$ cat config.mk
export PLATFORM = sky130hd
export DESIGN_NAME = clock_ctrl
export DESIGN_NICKNAME = d
export VERILOG_FILES = /design/src/rtl/clock_pkg.sv /design/src/rtl/debouncer.sv /design/src/rtl/clock_ctrl.sv
export SDC_FILE = /design/constraint.sdc
export NUM_CORES = 1
export LEC_CHECK = 0
export BUFFER_PORTS_ARGS = -buffer_cell sky130_fd_sc_hd__buf_2
export CORE_ASPECT_RATIO = 0.5
export CORE_MARGIN = 3
export CORE_UTILIZATION = 60
export DETAILED_ROUTE_END_ITERATION = 10
export MAX_ROUTING_LAYER = met4
export PLACE_DENSITY = 0.77
export SYNTH_ARGS = -nofsm -noshare
export SYNTH_HDL_FRONTEND = slang
export SYNTH_SLANG_ARGS = --single-unit
$ cat constraint.sdc
create_clock -name clk -period 5.1 [get_ports clk]
set_input_delay 0.51 -clock clk [delete_from_list [all_inputs] [get_ports clk]]
set_output_delay 0.51 -clock clk [all_outputs]
set_load 0.02 [all_outputs]
$ cat src/rtl/clock_pkg.sv
// -----------------------------------------------------------------------------
// clock_pkg
// Shared definitions for the MM:SS clock control front-end.
//   - state_t            : RUN / PAUSE control state
//   - CLK_HZ_DEFAULT     : default input clock frequency
//   - DEBOUNCE_CYCLES_DEFAULT : default stable-cycle count for the debouncers
//   - cnt_width()        : bits needed for a counter running 0..n-1
// -----------------------------------------------------------------------------
package clock_pkg;

    typedef enum logic {
        RUN   = 1'b0,
        PAUSE = 1'b1
    } state_t;

    localparam int unsigned CLK_HZ_DEFAULT          = 100_000_000;
    localparam int unsigned DEBOUNCE_CYCLES_DEFAULT = 1_000_000;

    // Width of a counter that has to hold 0..n-1 (at least one bit).
    function automatic int unsigned cnt_width(input int unsigned n);
        return (n <= 2) ? 1 : $clog2(n);
    endfunction

endpackage

$ cat src/rtl/debouncer.sv
// -----------------------------------------------------------------------------
// debouncer
// Two-flop synchronizer followed by a stable-count filter. The output takes
// the synchronized value once it has differed from the output for
// DEBOUNCE_CYCLES consecutive cycles; any agreeing cycle restarts the count.
// DEBOUNCE_CYCLES = 0 leaves only the synchronizer (output = second flop).
// Ports:
//   clk   in  system clock
//   rst   in  synchronous active-high reset
//   i_raw in  asynchronous raw input
//   o_db  out registered debounced (or merely synchronized) value
// -----------------------------------------------------------------------------
module debouncer
    import clock_pkg::*;
#(
    parameter int unsigned DEBOUNCE_CYCLES = DEBOUNCE_CYCLES_DEFAULT
) (
    input  logic clk,
    input  logic rst,
    input  logic i_raw,
    output logic o_db
);

    logic r_sync1;
    logic r_sync2;

    always_ff @(posedge clk) begin
        if (rst) begin
            r_sync1 <= 1'b0;
            r_sync2 <= 1'b0;
        end else begin
            r_sync1 <= i_raw;
            r_sync2 <= r_sync1;
        end
    end

    generate
        if (DEBOUNCE_CYCLES == 0) begin : g_bypass
            assign o_db = r_sync2;
        end else begin : g_filter
            localparam int unsigned CW = cnt_width(DEBOUNCE_CYCLES);
            localparam logic [CW-1:0] LAST = CW'(DEBOUNCE_CYCLES - 1);

            logic [CW-1:0] r_cnt;
            logic          r_db;

            // r_cnt counts mismatch cycles already seen; the output flips on
            // the edge that closes the DEBOUNCE_CYCLES-th mismatch cycle.
            always_ff @(posedge clk) begin
                if (rst) begin
                    r_cnt <= '0;
                    r_db  <= 1'b0;
                end else if (r_sync2 != r_db) begin
                    if (r_cnt == LAST) begin
                        r_cnt <= '0;
                        r_db  <= r_sync2;
                    end else begin
                        r_cnt <= r_cnt + CW'(1);
                    end
                end else begin
                    r_cnt <= '0;
                end
            end

            assign o_db = r_db;
        end
    endgenerate

endmodule

$ cat src/rtl/clock_ctrl.sv
// -----------------------------------------------------------------------------
// clock_ctrl
// Control front-end for the MM:SS clock datapath: input conditioning, 1 Hz /
// 2 Hz prescaler and the RUN/PAUSE state.
// Build option: CLOCK_CTRL_DEBOUNCE_EN -- when defined the three inputs are
// debounced; when undefined only the synchronizers remain and
// DEBOUNCE_CYCLES has no effect.
// Ports:
//   clk          in  system clock
//   rst          in  synchronous active-high reset
//   btn_pause    in  raw pause pushbutton (active-high, asynchronous)
//   sw_adj       in  raw adjust switch (1 = adjust mode)
//   sw_sel       in  raw field select (1 = seconds, 0 = minutes)
//   tick_active  out one-cycle tick, 1 Hz normally, 2 Hz while adjusting
//   count_enable out RUN state and not adjusting
//   use_2hz      out debounced adjust switch
//   sel_seconds  out debounced field select
//   sel_minutes  out inverse of sel_seconds
// -----------------------------------------------------------------------------
module clock_ctrl
    import clock_pkg::*;
#(
    parameter int unsigned CLK_HZ          = CLK_HZ_DEFAULT,
    parameter int unsigned DEBOUNCE_CYCLES = DEBOUNCE_CYCLES_DEFAULT
) (
    input  logic clk,
    input  logic rst,
    input  logic btn_pause,
    input  logic sw_adj,
    input  logic sw_sel,
    output logic tick_active,
    output logic count_enable,
    output logic use_2hz,
    output logic sel_seconds,
    output logic sel_minutes
);

`ifdef CLOCK_CTRL_DEBOUNCE_EN
    localparam bit DB_EN = 1'b1;
`else
    localparam bit DB_EN = 1'b0;
`endif
    localparam int unsigned DB_LEN   = DB_EN ? DEBOUNCE_CYCLES : 0;
    localparam int unsigned HALF     = CLK_HZ / 2;
    localparam int unsigned CW       = cnt_width(HALF);
    localparam logic [CW-1:0] CNT_LAST = CW'(HALF - 1);

    logic w_pause_db;
    logic w_adj_db;
    logic w_sel_db;

    debouncer #(.DEBOUNCE_CYCLES(DB_LEN)) u_db_pause (
        .clk   (clk),
        .rst   (rst),
        .i_raw (btn_pause),
        .o_db  (w_pause_db)
    );

    debouncer #(.DEBOUNCE_CYCLES(DB_LEN)) u_db_adj (
        .clk   (clk),
        .rst   (rst),
        .i_raw (sw_adj),
        .o_db  (w_adj_db)
    );

    debouncer #(.DEBOUNCE_CYCLES(DB_LEN)) u_db_sel (
        .clk   (clk),
        .rst   (rst),
        .i_raw (sw_sel),
        .o_db  (w_sel_db)
    );

    // ---------------- pause edge detect ----------------
    logic r_pause_prev;
    logic w_press;

    always_ff @(posedge clk) begin
        if (rst) r_pause_prev <= 1'b0;
        else     r_pause_prev <= w_pause_db;
    end

    assign w_press = w_pause_db & ~r_pause_prev;

    // ---------------- adjust register ----------------
    logic r_use_2hz;
    logic w_adj_chg;

    always_ff @(posedge clk) begin
        if (rst) r_use_2hz <= 1'b0;
        else     r_use_2hz <= w_adj_db;
    end

    assign w_adj_chg = w_adj_db ^ r_use_2hz;

    // ---------------- RUN/PAUSE FSM ----------------
    state_t r_state;
    state_t w_state_next;
    logic   w_count_enable_next;
    logic   r_count_enable;

    always_ff @(posedge clk) begin
        if (rst) r_state <= RUN;
        else     r_state <= w_state_next;
    end

    // A press is judged against the registered (old) adjust value.
    always_comb begin
        w_state_next = r_state;
        if (w_press && !r_use_2hz) begin
            w_state_next = (r_state == RUN) ? PAUSE : RUN;
        end
    end

    // Uses the debounced adjust value so count_enable moves with use_2hz.
    always_comb begin
        w_count_enable_next = (r_state == RUN) & ~w_adj_db;
    end

    always_ff @(posedge clk) begin
        if (rst) r_count_enable <= 1'b0;
        else     r_count_enable <= w_count_enable_next;
    end

    // ---------------- prescaler ----------------
    logic [CW-1:0] r_cnt;
    logic          r_phase;
    logic          r_tick_pre;
    logic          r_tick;
    logic          w_strobe_2hz;
    logic          w_strobe_1hz;

    assign w_strobe_2hz = (r_cnt == CNT_LAST);
    assign w_strobe_1hz = w_strobe_2hz & r_phase;

    // Strobes pass through r_tick_pre then r_tick. An adjust change clears
    // the counter, phase and the pending pre-stage tick together.
    always_ff @(posedge clk) begin
        if (rst) begin
            r_cnt      <= '0;
            r_phase    <= 1'b0;
            r_tick_pre <= 1'b0;
            r_tick     <= 1'b0;
        end else begin
            r_tick <= r_tick_pre;
            if (w_adj_chg) begin
                r_cnt      <= '0;
                r_phase    <= 1'b0;
                r_tick_pre <= 1'b0;
            end else begin
                r_cnt      <= w_strobe_2hz ? '0 : r_cnt + CW'(1);
                r_phase    <= r_phase ^ w_strobe_2hz;
                r_tick_pre <= r_use_2hz ? w_strobe_2hz : w_strobe_1hz;
            end
        end
    end

    assign tick_active  = r_tick;
    assign count_enable = r_count_enable;
    assign use_2hz      = r_use_2hz;
    assign sel_seconds  = w_sel_db;
    assign sel_minutes  = ~w_sel_db;

endmodule
==> results of run 1 <==
[kinds of logic (layout without fill, tap and decap cells)]
family	after synthesis	in the layout	synth area share
AND/OR/NAND/NOR	88	88	0.298
flip-flops	39	39	0.476
AO/OA/AOI/OAI	28	28	0.111
XOR/XNOR	13	13	0.0694
buffers and inverters	10	21	0.0305
adder cells (fa/ha/maj)	2	2	0.0152
[registers in the layout, indices dropped and copies added, names as in the netlist]
signal and cells:
r_cnt 26, r_phase 1, u_db_sel.r_sync1 1, r_state 1, u_db_pause.o_db 1, r_tick_pre 1, r_pause_prev 1, u_db_sel.o_db 1
u_db_adj.o_db 1, u_db_pause.r_sync1 1, u_db_adj.r_sync1 1, use_2hz 1, count_enable 1, tick_active 1
[critical path: stages, from the launching register on]
cell	delay, ps
dfxtp_1	370
ha_1	210
and4_1	300
nand4_1	380
or4_1	630
a21oi_1	150
[routing by layer]
layer / vias to the layer above / global-route usage
met3: 5 / 0.0763
met1: 605 / 0.255
met2: 16 / 0.280
met5: - / -
li1: 659 / -
met4: 0 / 0.0875
[cells in the mapped netlist]
cell type  number  area [um2]
or3_1           5        31.3
o31a_2          1        10.0
o21ai_0         5        25.0
nand4_1         5        31.3
o31ai_2         1        12.5
nand2_1        15        56.3
o41ai_1         1        8.76
and2_1          3        18.8
nand3_1         6        30.0
o21ba_2         2        20.0
nor2_1         17        63.8
o31ai_1         5        37.5
nor4_1          4        25.0
nor2b_1        10        62.6
and3_1          3        18.8
a21oi_1        12        60.1
or4b_1          1        10.0
and4_1          2        17.5
or3_2           1        7.51
clkbuf_1        2        7.51
o31a_1          1        8.76
inv_1           3        11.3
nor4b_1         1        8.76
nand3_2         1        10.0
nand2b_1        1        6.26
buf_2           4        20.0
or2_2           1        6.26
ha_1            2        25.0
xnor2_1         6        52.6
buf_6           1        11.3
or4_1           7        52.6
nand4_2         1        12.5
xor2_1          7        61.3
dfxtp_1        39         781
nor3_1          4        20.0
[layout make-up]
cell class,count,area [um2],share of cell area
multi-input combinational,131,811,0.448
sequential,39,781,0.431
clock buffer,5,68.8,0.0380
timing repair buffer,10,52.6,0.0290
clock inverter,3,43.8,0.0242
tap,35,43.8,0.0242
inverter,3,11.3,0.00622
[worst max-delay path by stage]
stage	from	cells after the start	to
after floorplan	r_cnt[0]$_SDFF_PP0_	6	r_cnt[16]$_SDFF_PP0_
after global placement	r_cnt[0]$_SDFF_PP0_	5	r_cnt[22]$_SDFF_PP0_
after detailed placement	r_cnt[0]$_SDFF_PP0_	5	r_cnt[22]$_SDFF_PP0_
after CTS	r_cnt[0]$_SDFF_PP0_	5	r_cnt[22]$_SDFF_PP0_
after global routing	r_cnt[0]$_SDFF_PP0_	5	r_cnt[22]$_SDFF_PP0_
final	r_cnt[0]$_SDFF_PP0_	5	r_cnt[22]$_SDFF_PP0_
[power breakdown]
group          leakage [nW]  switching (mW)  internal (mW)
combinational         0.242          0.0124        0.00832
clock                0.0581           0.108          0.146
sequential            0.316         0.00320          0.310
total                 0.616           0.124          0.464
==> flow_summary_export.csv, run 1 <==
group,metric,value,unit
run_status,status,"finished clean",
sta,tightest_slew,499,ps
placement,gp_congestion,0.800,
global_routing,overflow,0,
sta,drv_slew,0,
drt,drt.antenna.violating_nets,0,
worst_setup_path,r2r-start,"r_cnt[0]$_SDFF_PP0_",
min_path,min_from,"btn_pause",
worst_setup_path,worstRegToRegCells,5,
layout,area_delta_synth_final,10.4,%
layout,final_core_utilization,0.754,
worst_setup_path,start_kind,"flip-flop",
layout,final_common_cell,"dfxtp_1",
drt,drtIter0Drc,99,
layout,fillers,177,
clock_tree,clock_latency,290,ps
die,placement_rows,12,
die,dieArea,3440,um2
sta,fmax,0.475,GHz
drt,via_count,1285,
drt,wl_per_cell,12.8,um
flow_run,maxCapViolCount,0,
logic_synthesis,ys_ff_latch,39,
drt,drc,0,
drt,wl_met2,1.25,mm
placement,dpl.cell_count,218,
placement,hpwl,1.92,mm
global_routing,grt_max_degree,26,
layout,final_cells,226,
min_path,min_path_type,"in -> reg",
drt,wl_met3,127,um
sta,setup_slack,3000,ps
placement,place_ws,3030,ps
clock_tree,postCtsSetupBuffers,0,
worst_setup_path,arrival,2330,ps
sta,setup_violations,0,
sta,hold_viol,0,
clock_tree,cts_hold_repair.buffers,0,
logic_synthesis,syn-cell-area,1640,um2
layout,layout_common_cells,"dfxtp_1, nor2_1, nand2_1",
power,ir_drop,0.204,mV
die,core_area,2400,um2
die,start_util,0.683,
drt,firstDrtPassIters,4,
worst_setup_path,cp_max_fo,13,
layout,drive_above_1_share,0.136,
worst_setup_path,r2r_setup_slack,3000,ps
logic_synthesis,synth_cell_types,35,
layout,post-route-cell-area,1810,um2
clock_tree,cts_tree,"done",
drt,routed_wl,2.90,mm
placement,place_area,1700,um2
power,power_density,324,nW/um2
global_routing,grt_pass1_wl,5.02,mm
drt,drt-vias-per-instance,5.69,
layout,fin_nets,197,
global_routing,grtUsageTotal,0.199,
global_routing,antenna_found_initial,0,
logic_synthesis,syn_inst,180,
die,ioPinCount,10,
sta,fin_crit_sh,0.413,
clock_tree,h-tree-depth,2,
clock_tree,clk_pin_slew_worst_paths,80,ps
worst_setup_path,crit_type,"reg -> reg",
sta,layout_min_cycle_time,2100,ps
logic_synthesis,syn-mean-instance-area,9.12,um2
logic_synthesis,yosysWarnings,0,
global_routing,grt_pass1_vias,1107,
power,power,0.588,mW
sta,hold_slack,419,ps
worst_setup_path,critPathRequiredTime,5320,ps
clock_tree,clockBufferDepth,2,
sta,relSlewSlack,0.667,
layout,antenna_cells,0,
logic_synthesis,syn_nets,187,
drt,drt-met1-wl,1.49,mm
logic_synthesis,yosysSeqAreaShare,0.476,
drt,highest_layer,"met4",
min_path,holdPathEnd,"u_db_pause.r_sync1$_SDFF_PP0_",
placement,io_buffers,9,
clock_tree,root_buffer,"clkbuf_8",
min_path,min_path_cells,2,
clock_tree,cts_resized,0,
power,p_leak,0.616,nW
worst_setup_path,cp-end-kind,"flip-flop",
die,fp.dieW,80.0,um
sta,finalClockSkew,5.93,ps
worst_setup_path,rr_endpoint,"r_cnt[22]$_SDFF_PP0_",
sta,fin_setup_tns,0,ps
clock_tree,cts_num_sinks,39,
die,dieHeight,43.0,um
sta,rsz0062_at_grt,"false",
clock_tree,cts_buffers,5,
(Power assumes the default switching activity.)
==> run 2: changes to the inputs <==
--- a/config.mk
+++ b/config.mk
@@ -5,13 +5,14 @@
 export SDC_FILE = /design/constraint.sdc
 export NUM_CORES = 1
 export LEC_CHECK = 0
+export ABC_AREA = 1
 export BUFFER_PORTS_ARGS = -buffer_cell sky130_fd_sc_hd__buf_2
 export CORE_ASPECT_RATIO = 0.5
 export CORE_MARGIN = 3
-export CORE_UTILIZATION = 60
+export CORE_UTILIZATION = 59
 export DETAILED_ROUTE_END_ITERATION = 10
 export MAX_ROUTING_LAYER = met4
-export PLACE_DENSITY = 0.77
+export PLACE_DENSITY = 0.75
 export SYNTH_ARGS = -nofsm -noshare
 export SYNTH_HDL_FRONTEND = slang
 export SYNTH_SLANG_ARGS = --single-unit
==> constraint.sdc (replaced) <==
create_clock -name clk -period 1.95 [get_ports clk]
set_input_delay 0.195 -clock clk [delete_from_list [all_inputs] [get_ports clk]]
set_output_delay 0.195 -clock clk [all_outputs]
set_load 0.02 [all_outputs]
==> flow_summary_export.csv, run 2 <==
group,metric,value,unit
logic_synthesis,synth_ff_type,"dfxtp_1",
drt,firstDrtPassIters,4,
power,power_density,737,nW/um2
sta,drv_slew,0,
global_routing,grt_pass1_vias,1350,
global_routing,overflow,0,
drt,drt.antenna.violating_nets,0,
logic_synthesis,yosysTopAreaCellShare,0.430,
logic_synthesis,synth-adder-area-share,0.0138,
drt,drt-vias-per-instance,4.95,
logic_synthesis,synthTopCellsByCount,"nor2_1, nand2_1, dfxtp_1, inv_1, nand3_1",
clock_tree,cts_tree,"done",
worst_setup_path,start_kind,"flip-flop",
sta,hold_viol,0,
sta,setup_violations,0,
worst_setup_path,cp_max_fo,25,
drt,routed_wl,3.53,mm
logic_synthesis,synth_xor_area_frac,0.0628,
layout,largest_reg_flops,26,
placement,place_ws,362,ps
sta,tightest_slew,358,ps
global_routing,antenna_found_initial,0,
logic_synthesis,syn-cell-area,1810,um2
power,ir_drop,0.488,mV
sta,finalClockSkew,7.83,ps
layout,layout_common_cells,"nor2_1, nand2_1, dfxtp_1",
logic_synthesis,yosys.area_share.simple,0.393,
run_status,status,"finished clean",
logic_synthesis,synth.most_common_cell,"nor2_1",
clock_tree,cts_hold_repair.buffers,0,
placement,gp_congestion,0.879,
clock_tree,clockBufferDepth,2,
layout,fin_nets,281,
flow_run,maxCapViolCount,0,
logic_synthesis,syn_nets,268,
sta,fin_setup_tns,0,ps
logic_synthesis,synth_cell_types,24,
die,fp.dieW,84.4,um
clock_tree,root_buffer,"clkbuf_8",
die,dieArea,3820,um2
sta,fmax,0.616,GHz
logic_synthesis,ys_ff_latch,39,
placement,io_buffers,9,
sta,rsz0062_at_grt,"false",
clock_tree,clk_pin_slew_worst_paths,80,ps
layout,final_common_cell,"nor2_1",
sta,relSlewSlack,0.760,
global_routing,grt_max_degree,26,
logic_synthesis,postSynth.asyncResetShare,0,
clock_tree,postCtsSetupBuffers,0,
clock_tree,cts_num_sinks,39,
logic_synthesis,synth_compound_area_frac,0.0234,
global_routing,grtUsageTotal,0.218,
clock_tree,cts_buffers,5,
logic_synthesis,synthMuxAreaShare,0,
clock_tree,h-tree-depth,2,
sta,layout_min_cycle_time,1620,ps
layout,top_register,"r_cnt",
die,ioPinCount,10,
die,core_area,2770,um2
layout,drive_above_1_share,0.105,
die,dieHeight,45.2,um
sta,setup_slack,327,ps
logic_synthesis,synth_area_leaders,"dfxtp_1, nor2_1, nand2_1",
logic_synthesis,syn_inst,261,
worst_setup_path,cp-end-kind,"flip-flop",
die,placement_rows,13,
min_path,min_path_type,"in -> reg",
logic_synthesis,yosys.area.top_type,"dfxtp_1",
drt,drc,0,
logic_synthesis,yosysSeqAreaShare,0.430,
sta,fin_crit_sh,0.832,
clock_tree,cts_resized,0,
power,p_leak,0.728,nW
logic_synthesis,syn-mean-instance-area,6.95,um2
logic_synthesis,yosysWarnings,0,
logic_synthesis,synth_top_family_by_area,"simple AND/OR/NAND/NOR gates",
placement,hpwl,2.53,mm
clock_tree,clock_latency,300,ps
worst_setup_path,critPathRequiredTime,2140,ps
worst_setup_path,arrival,1810,ps
die,start_util,0.656,
drt,wl_per_cell,11.3,um
layout,antenna_cells,0,
global_routing,grt_pass1_wl,6.03,mm
layout,area_delta_synth_final,9.03,%
worst_setup_path,crit_type,"reg -> reg",
logic_synthesis,synth_edf_count,0,
drt,drtIter0Drc,90,
drt,via_count,1545,
run 2: cell count changes in the layout (fill, tap and decap cells not counted), moves of 5 or more:
cell,before,now
nor2_1,17,66
nand2_1,15,63
inv_1,3,30
nand3_1,6,16
nor2b_1,10,0
a21oi_1,12,5
or4_1,7,0
nor2_2,0,5
o31ai_1,5,0
or3_1,5,0
run 2: final timing paths:
check / from / to / slack [ps] / cells after the start
max reg2reg: r_cnt[0]$_SDFF_PP0_ / r_cnt[7]$_SDFF_PP0_ / 330 / 8
min: btn_pause / u_db_pause.r_sync1$_SDFF_PP0_ / 80 / 3
max: r_cnt[0]$_SDFF_PP0_ / r_cnt[7]$_SDFF_PP0_ / 330 / 8
min reg2reg: u_db_adj.r_sync1$_SDFF_PP0_ / u_db_adj.o_db$_SDFF_PP0_ / 410 / 2
run 2: per-stage QoR:
step / utilization / area [um2] / cells / total power [mW] / hold slack, ps
6_report: 0.715 / 1980 / 312 / 1.46 / 81.2
5_1_grt: 0.715 / 1980 / 312 / 1.52 / 70.2
4_1_cts: 0.715 / 1980 / 312 / 1.48 / 78.2
3_5_place_dp: 0.680 / 1880 / 304 / 0.891 / 394
3_3_place_gp: 0.680 / 1880 / 304 / 0.889 / 391
2_1_floorplan: - / 1810 / 261 / 0.880 / 266
run 2: where the power goes:
| group | leakage [nW] | internal, mW | switching (mW) | total, mW |
|---|---|---|---|---|
| clock | 0.0474 | 0.288 | 0.298 | 0.586 |
| combinational | 0.364 | 0.0179 | 0.0349 | 0.0528 |
| sequential | 0.317 | 0.811 | 0.00731 | 0.818 |
run 2: cells by family after synthesis:
kind of cell,after synthesis
compound gates,8
xor+xnor,13
fa+ha+maj,2
buf+inv,33
flops,39
simple gates,166
run 2: layout make-up:
cell class | count | area (um2)
Inverter | 30 | 113
Sequential cell | 39 | 781
Timing Repair Buffer | 9 | 45.0
Clock inverter | 2 | 16.3
Multi-Input combinational cell | 189 | 895
Fill cell | 221 | 787
Clock buffer | 6 | 82.6
Tap cell | 37 | 46.3
run 2: per-layer routing:
metal	vias to the layer above	share of wire	GRT usage
met4	0	0.011	0.0662
li1	821	-	-
met1	658	0.50	0.276
met2	60	0.40	0.315
met5	-	0	-
met3	6	0.087	0.0965
run 2: critical path, cell delays in order, from the launching register on:
cell and delay (ps):
dfxtp_1 360, ha_1 190, nand2_1 100, nor2_4 190, nand2_1 90, nor2_1 140
nand2_2 100, nand2_4 240, a21oi_1 90
